===== config.mk =====
export PLATFORM = sky130hd
export DESIGN_NAME = decode_stage
export DESIGN_NICKNAME = d
export VERILOG_FILES = /design/src/rtl/rv32_pkg.sv /design/src/rtl/imm_gen.sv /design/src/rtl/decode_stage.sv
export SDC_FILE = /design/constraint.sdc
export NUM_CORES = 1
export LEC_CHECK = 0
export CAP_MARGIN = 40
export CORE_ASPECT_RATIO = 1.5
export CORE_MARGIN = 5
export CORE_UTILIZATION = 35
export DETAILED_ROUTE_END_ITERATION = 6
export PLACE_DENSITY = 0.69
export RECOVER_POWER = 50
export SETUP_SLACK_MARGIN = 0.3
export SLEW_MARGIN = 20
export SYNTH_ARGS = -nofsm -noshare
export SYNTH_HDL_FRONTEND = slang
export SYNTH_HIERARCHICAL = 1
export SYNTH_SLANG_ARGS = --single-unit
export TNS_END_PERCENT = 5

===== constraint.sdc =====
create_clock -name clk -period 6.1 [get_ports clk]
set_input_delay 0.61 -clock clk [delete_from_list [all_inputs] [get_ports clk]]
set_output_delay 0.61 -clock clk [all_outputs]
set_load 0.02 [all_outputs]

===== src/rtl/rv32_pkg.sv =====
// Shared RV32I decode definitions: opcodes, ALU encoding, immediate formats
// and the ID/EX pipeline register layout.
package rv32_pkg;

    localparam logic [6:0] OP_LUI    = 7'b0110111;
    localparam logic [6:0] OP_AUIPC  = 7'b0010111;
    localparam logic [6:0] OP_JAL    = 7'b1101111;
    localparam logic [6:0] OP_JALR   = 7'b1100111;
    localparam logic [6:0] OP_BRANCH = 7'b1100011;
    localparam logic [6:0] OP_LOAD   = 7'b0000011;
    localparam logic [6:0] OP_STORE  = 7'b0100011;
    localparam logic [6:0] OP_IMM    = 7'b0010011;
    localparam logic [6:0] OP_OP     = 7'b0110011;
    localparam logic [6:0] OP_FENCE  = 7'b0001111;
    localparam logic [6:0] OP_SYSTEM = 7'b1110011;

    localparam logic [3:0] ALU_ADD   = 4'd0;
    localparam logic [3:0] ALU_SUB   = 4'd1;
    localparam logic [3:0] ALU_SLL   = 4'd2;
    localparam logic [3:0] ALU_SLT   = 4'd3;
    localparam logic [3:0] ALU_SLTU  = 4'd4;
    localparam logic [3:0] ALU_XOR   = 4'd5;
    localparam logic [3:0] ALU_SRL   = 4'd6;
    localparam logic [3:0] ALU_SRA   = 4'd7;
    localparam logic [3:0] ALU_OR    = 4'd8;
    localparam logic [3:0] ALU_AND   = 4'd9;
    localparam logic [3:0] ALU_PASSB = 4'd10;

    typedef enum logic [2:0] {FmtR, FmtI, FmtS, FmtB, FmtU, FmtJ} fmt_e;

    typedef struct packed {
        logic        valid;
        logic [31:0] pc;
        logic [31:0] rs1_data;
        logic [31:0] rs2_data;
        logic [31:0] imm;
        logic [4:0]  rs1;
        logic [4:0]  rs2;
        logic [4:0]  rd;
        logic [3:0]  alu_op;
        logic        alu_src;
        logic        mem_read;
        logic        mem_write;
        logic        reg_write;
        logic        branch;
        logic        jump;
        logic [2:0]  funct3;
        logic        illegal;
    } id_ex_t;

    // alt selects SUB for funct3=000 and SRA for funct3=101
    function automatic logic [3:0] alu_from_funct3(input logic [2:0] f3, input logic alt);
        case (f3)
            3'b000:  return alt ? ALU_SUB : ALU_ADD;
            3'b001:  return ALU_SLL;
            3'b010:  return ALU_SLT;
            3'b011:  return ALU_SLTU;
            3'b100:  return ALU_XOR;
            3'b101:  return alt ? ALU_SRA : ALU_SRL;
            3'b110:  return ALU_OR;
            default: return ALU_AND;
        endcase
    endfunction

endpackage


===== src/rtl/imm_gen.sv =====
// Immediate generator: sign-extends the immediate of the given format.
module imm_gen
    import rv32_pkg::*;
(
    input  logic [31:0] inst,
    input  fmt_e        fmt,
    output logic [31:0] imm
);

    // Format-selected immediate; inst[31] is always the sign bit
    always_comb begin
        imm = '0;
        case (fmt)
            FmtI:    imm = {{20{inst[31]}}, inst[31:20]};
            FmtS:    imm = {{20{inst[31]}}, inst[31:25], inst[11:7]};
            FmtB:    imm = {{19{inst[31]}}, inst[31], inst[7], inst[30:25], inst[11:8], 1'b0};
            FmtU:    imm = {inst[31:12], 12'b0};
            FmtJ:    imm = {{11{inst[31]}}, inst[31], inst[19:12], inst[20], inst[30:21], 1'b0};
            default: imm = '0;
        endcase
    end

endmodule


===== src/rtl/decode_stage.sv =====
// RV32I decode stage with ID/EX pipeline register, load-use hazard
// detection, and flush/hold handling.
module decode_stage
    import rv32_pkg::*;
#(
    parameter int unsigned      XLEN     = 32,
    parameter logic [XLEN-1:0]  RESET_PC = '0
) (
    input  logic            clk,
    input  logic            rst,
    input  logic            if_valid,
    input  logic [31:0]     if_inst,
    input  logic [XLEN-1:0] if_pc,
    output logic [4:0]      rs1_addr,
    output logic [4:0]      rs2_addr,
    input  logic [XLEN-1:0] rs1_data,
    input  logic [XLEN-1:0] rs2_data,
    input  logic            ex_load_valid,
    input  logic [4:0]      ex_load_rd,
    input  logic            flush,
    input  logic            hold,
    output logic            stall_out,
    output logic            id_ex_valid,
    output logic [XLEN-1:0] id_ex_pc,
    output logic [XLEN-1:0] id_ex_rs1_data,
    output logic [XLEN-1:0] id_ex_rs2_data,
    output logic [XLEN-1:0] id_ex_imm,
    output logic [4:0]      id_ex_rs1,
    output logic [4:0]      id_ex_rs2,
    output logic [4:0]      id_ex_rd,
    output logic [3:0]      id_ex_alu_op,
    output logic            id_ex_alu_src,
    output logic            id_ex_mem_read,
    output logic            id_ex_mem_write,
    output logic            id_ex_reg_write,
    output logic            id_ex_branch,
    output logic            id_ex_jump,
    output logic [2:0]      id_ex_funct3,
    output logic            id_ex_illegal
);

    id_ex_t      dec;
    id_ex_t      id_ex_d;
    id_ex_t      id_ex_q;
    fmt_e        fmt;
    logic [31:0] imm;
    logic        use_rs1;
    logic        use_rs2;
    logic        hz;

    assign rs1_addr = if_inst[19:15];
    assign rs2_addr = if_inst[24:20];

    imm_gen u_imm_gen (
        .inst (if_inst),
        .fmt  (fmt),
        .imm  (imm)
    );

    // Control decode; immediate is merged in at the register input
    always_comb begin
        dec          = '0;
        dec.valid    = 1'b1;
        dec.pc       = if_pc;
        dec.rs1_data = rs1_data;
        dec.rs2_data = rs2_data;
        dec.rs1      = rs1_addr;
        dec.rs2      = rs2_addr;
        dec.rd       = if_inst[11:7];
        dec.funct3   = if_inst[14:12];
        dec.alu_op   = ALU_ADD;
        fmt          = FmtI;
        use_rs1      = 1'b0;
        use_rs2      = 1'b0;
        case (if_inst[6:0])
            OP_OP: begin
                fmt           = FmtR;
                dec.alu_op    = alu_from_funct3(if_inst[14:12], if_inst[30]);
                dec.reg_write = 1'b1;
                use_rs1       = 1'b1;
                use_rs2       = 1'b1;
            end
            OP_IMM: begin
                dec.alu_op    = alu_from_funct3(if_inst[14:12],
                                                (if_inst[14:12] == 3'b101) & if_inst[30]);
                dec.alu_src   = 1'b1;
                dec.reg_write = 1'b1;
                use_rs1       = 1'b1;
            end
            OP_LOAD: begin
                dec.alu_src   = 1'b1;
                dec.mem_read  = 1'b1;
                dec.reg_write = 1'b1;
                use_rs1       = 1'b1;
            end
            OP_STORE: begin
                fmt           = FmtS;
                dec.alu_src   = 1'b1;
                dec.mem_write = 1'b1;
                use_rs1       = 1'b1;
                use_rs2       = 1'b1;
            end
            OP_BRANCH: begin
                fmt           = FmtB;
                dec.alu_op    = ALU_SUB;
                dec.branch    = 1'b1;
                use_rs1       = 1'b1;
                use_rs2       = 1'b1;
            end
            OP_JAL: begin
                fmt           = FmtJ;
                dec.alu_src   = 1'b1;
                dec.jump      = 1'b1;
                dec.reg_write = 1'b1;
            end
            OP_JALR: begin
                dec.alu_src   = 1'b1;
                dec.jump      = 1'b1;
                dec.reg_write = 1'b1;
                use_rs1       = 1'b1;
            end
            OP_LUI: begin
                fmt           = FmtU;
                dec.alu_op    = ALU_PASSB;
                dec.alu_src   = 1'b1;
                dec.reg_write = 1'b1;
            end
            OP_AUIPC: begin
                fmt           = FmtU;
                dec.alu_src   = 1'b1;
                dec.reg_write = 1'b1;
            end
            OP_FENCE: begin
                // Single-hart in-order pipe: fence needs no action
            end
            default: dec.illegal = 1'b1;  // includes SYSTEM (ECALL/EBREAK)
        endcase
        if (dec.rd == 5'd0) begin
            dec.reg_write = 1'b0;
        end
    end

    assign hz = if_valid & ex_load_valid & (ex_load_rd != 5'd0) &
                ((use_rs1 & (ex_load_rd == rs1_addr)) | (use_rs2 & (ex_load_rd == rs2_addr)));

    assign stall_out = ~rst & (hz | hold);

    // ID/EX next state: flush > hold > hazard bubble > load decoded
    always_comb begin
        id_ex_d = id_ex_q;
        if (flush) begin
            id_ex_d = '0;
        end else if (!hold) begin
            if (hz || !if_valid) begin
                id_ex_d = '0;
            end else begin
                id_ex_d     = dec;
                id_ex_d.imm = imm;
            end
        end
    end

    // ID/EX pipeline register
    always_ff @(posedge clk or posedge rst) begin
        if (rst) begin
            id_ex_q    <= '0;
            id_ex_q.pc <= RESET_PC;
        end else begin
            id_ex_q <= id_ex_d;
        end
    end

    assign id_ex_valid     = id_ex_q.valid;
    assign id_ex_pc        = id_ex_q.pc;
    assign id_ex_rs1_data  = id_ex_q.rs1_data;
    assign id_ex_rs2_data  = id_ex_q.rs2_data;
    assign id_ex_imm       = id_ex_q.imm;
    assign id_ex_rs1       = id_ex_q.rs1;
    assign id_ex_rs2       = id_ex_q.rs2;
    assign id_ex_rd        = id_ex_q.rd;
    assign id_ex_alu_op    = id_ex_q.alu_op;
    assign id_ex_alu_src   = id_ex_q.alu_src;
    assign id_ex_mem_read  = id_ex_q.mem_read;
    assign id_ex_mem_write = id_ex_q.mem_write;
    assign id_ex_reg_write = id_ex_q.reg_write;
    assign id_ex_branch    = id_ex_q.branch;
    assign id_ex_jump      = id_ex_q.jump;
    assign id_ex_funct3    = id_ex_q.funct3;
    assign id_ex_illegal   = id_ex_q.illegal;

endmodule


==> summary.txt <==
Num ports -> 308
HP Class -> reg -> reg
Rel. slew slack -> 0.4556
Synth Instances -> 537
Area Overhead vs Synth -> 54.89%
Min-delay src -> id_ex_alu_op[0]
Syn_nets -> 676
Synth Register Bits -> 158
Placement Setup Slack -> 2.309 ns
Max-cap violations -> 0
Largest net degree at the start of global routing -> 90
Share of cells above drive strength 1 -> 0.06854
Postcts setup bufs -> 0
FILL cells -> 1692
Register area share after synthesis -> 0.5766
Final setup vio count -> 0
Routed WL per cell -> 21.99 um
Commonest non-fill, non-tap cell in the layout -> clkdlybuf4s50_1
Vias in the first global route -> 6383
Initial antenna violation count -> 0
CP startpoint -> if_inst[2]
Total GRT Usage -> 0.2007
CTS hold repair buffers -> 0
Clock Tree Buf Depth -> 2
Cts bufs inserted -> 17
Most frequent cells in the layout -> clkdlybuf4s50_1, dfrtp_1, a32o_1
FFs w/ async S/R, synth -> 1.000
Power Density -> 241.5 nW/um^2
DR pass1 iterations -> 6
CTS sink cnt -> 158
DRT iter0 DRCs -> 464
Slew @ Worst Pin -> 0.8166 ns
Post-synth EDFFs -> 0
Post-route DRC -> 0
Die ar. -> 22550 um^2
Synth Cell Area -> 6857 um^2
Period utilization -> 0.6221
CP Data Required Time -> 5.49 ns
Max Clock Freq -> 263.5 MHz
Worst skew pair latency -> 0.41 ns
Via count -> 6084
Clk pin slew, worst setup/hold paths -> 0.06 ns
Pins Over Slew Limit -> 0
Min Clock Period, post-route -> 3.795 ns
Die H -> 181.4 um
Final worst slack -> 2.305 ns
Clock skew -> 0 ns
Leak -> 4.574 nW
# diodes -> 0
First-pass GRT wire length -> 36450 um
Placer Congestion -> 0.9650
Antenna viol nets, final -> 0
Worst path arrival time -> 3.18 ns
RR Startpoint -> id_ex_imm[14]
Critical Path Fanout Max -> 10
Fin. Hold Viols -> 0
Post-DP HPWL -> 16990 um
GR Overflow Total -> 0
DRT Wirelength -> 23600 um
Number of synthesis warnings -> 6
Status -> finished, final reports clean
Post-CTS sizing -> 0
CTS Root Cell -> clkbuf_16
Die X -> 124.3 um
RSZ-0062 raised after global routing -> false
CP Launch Type -> primary input
Worst setup EP type -> primary output
Syn avg cell area -> 12.77 um^2
Core area -> 19240 um^2
Cell variety after synth -> 48
Maximum vdd drop -> 0.1896 mV
Setup TNS -> 0 ns
# rows -> 62
Initial Utilization -> 0.3564
CTS tree -> yes
WS Path Type -> in -> out
Via density -> 5.670
Ys flop type -> dfrtp_1
I/O Buffers -> 307
H-tree depth -> 4
Fin nets -> 945
metrics by stage:
step                      power [mW]  utilization  hold WS [ns]  std cells  instance area (um^2)
after floorplan                1.293            -        0.5900        537                  6857
after global placement         1.506       0.5153        0.4718       1037                  9913
after detailed placement       1.517       0.5181        0.4769       1039                  9968
after CTS                      2.594       0.5486        0.4908       1069                 10560
after global routing           2.652       0.5520        0.4955       1073                 10620
final                          2.565       0.5520        0.4812       1073                 10620
layer usage:
metal	up-vias	global-route usage	part of all wire
met3	43	0.07143	0.079
met1	3083	0.2261	0.36
li1	2669	-	-
met5	-	0	0
met2	289	0.3538	0.53
met4	0	0.06538	0.027
report_power, final:
part | leakage [nW] | total (mW) | internal [mW] | switching [mW]
registers | 2.16 | 1.11 | 1.09 | 0.0209
logic | 2.14 | 0.385 | 0.195 | 0.191
clock network | 0.278 | 1.07 | 0.651 | 0.422
total | 4.57 | 2.57 | 1.93 | 0.634
synth_stat cells (2+ instances only):
library cell	number	area [um^2]
a21o_1	8	60.06
a21oi_1	6	30.03
a22o_1	5	43.79
a32o_1	148	1481
and2_1	6	37.54
buf_2	8	40.04
buf_4	14	105.1
buf_6	13	146.4
clkbuf_1	36	135.1
dfrtp_1	158	3954
inv_1	4	15.01
mux2i_1	2	20.02
nand2_1	33	123.9
nand2b_1	2	12.51
nand3_1	6	30.03
nor2_1	7	26.28
nor2b_1	3	18.77
nor2b_4	2	27.53
nor3_1	8	40.04
nor4_1	2	12.51
o21a_1	5	37.54
o21ai_0	23	115.1
o21ai_1	3	15.01
or4_1	3	22.52
xnor2_1	6	52.55
xor2_1	4	35.03
path summary, 6_finish.rpt:
path,depth (start not counted),to,slack [ns]
max,7,stall_out,2.31
min,2,id_ex_alu_op[0],0.48
max reg2reg,1,id_ex_imm[14],5.35
min reg2reg,2,id_ex_alu_op[0],0.48
max in group asynchronous,4,id_ex_imm[27],4.20
min in group asynchronous,2,id_ex_rs1_data[25],0.61
worst max-delay path, stage by stage:
cell	delay [ns]
dlygate4sd3_1	0.69
and4bb_1	0.36
nand3_1	0.10
nor4_2	0.31
o21a_1	0.36
o21a_1	0.15
clkdlybuf4s50_1	0.60
flip-flops by register name (all words and copies together), names as in the netlist, 3 cells and up:
signal          cells
id_ex_imm          32
id_ex_pc           32
id_ex_rs1_data     32
id_ex_rs2_data     32
id_ex_rd            5
id_ex_rs1           5
id_ex_rs2           5
id_ex_alu_op        4
id_ex_funct3        3
area by class of cell:
class | instances | area (um^2) | share of cell area
Timing Repair Buffer | 321 | 3257 | 0.3067
Multi-Input combinational cell | 304 | 2486 | 0.2341
Clock inverter | 10 | 140.1 | 0.01320
Sequential cell | 158 | 3954 | 0.3723
Tap cell | 256 | 320.3 | 0.03016
Clock buffer | 20 | 446.7 | 0.04206
Inverter | 4 | 16.27 | 0.001532
kinds of logic after synthesis:
group,count (synthesis),share of synthesized area
muxes,3,0.004562
and+or+nand+nor,83,0.06697
buffers and inverters,75,0.06442
DFF,158,0.5766
AOI/OAI and AO/OA,208,0.2746
xor gates and xnor gates,10,0.01277
Note: power is estimated with default switching activity, not from simulation.
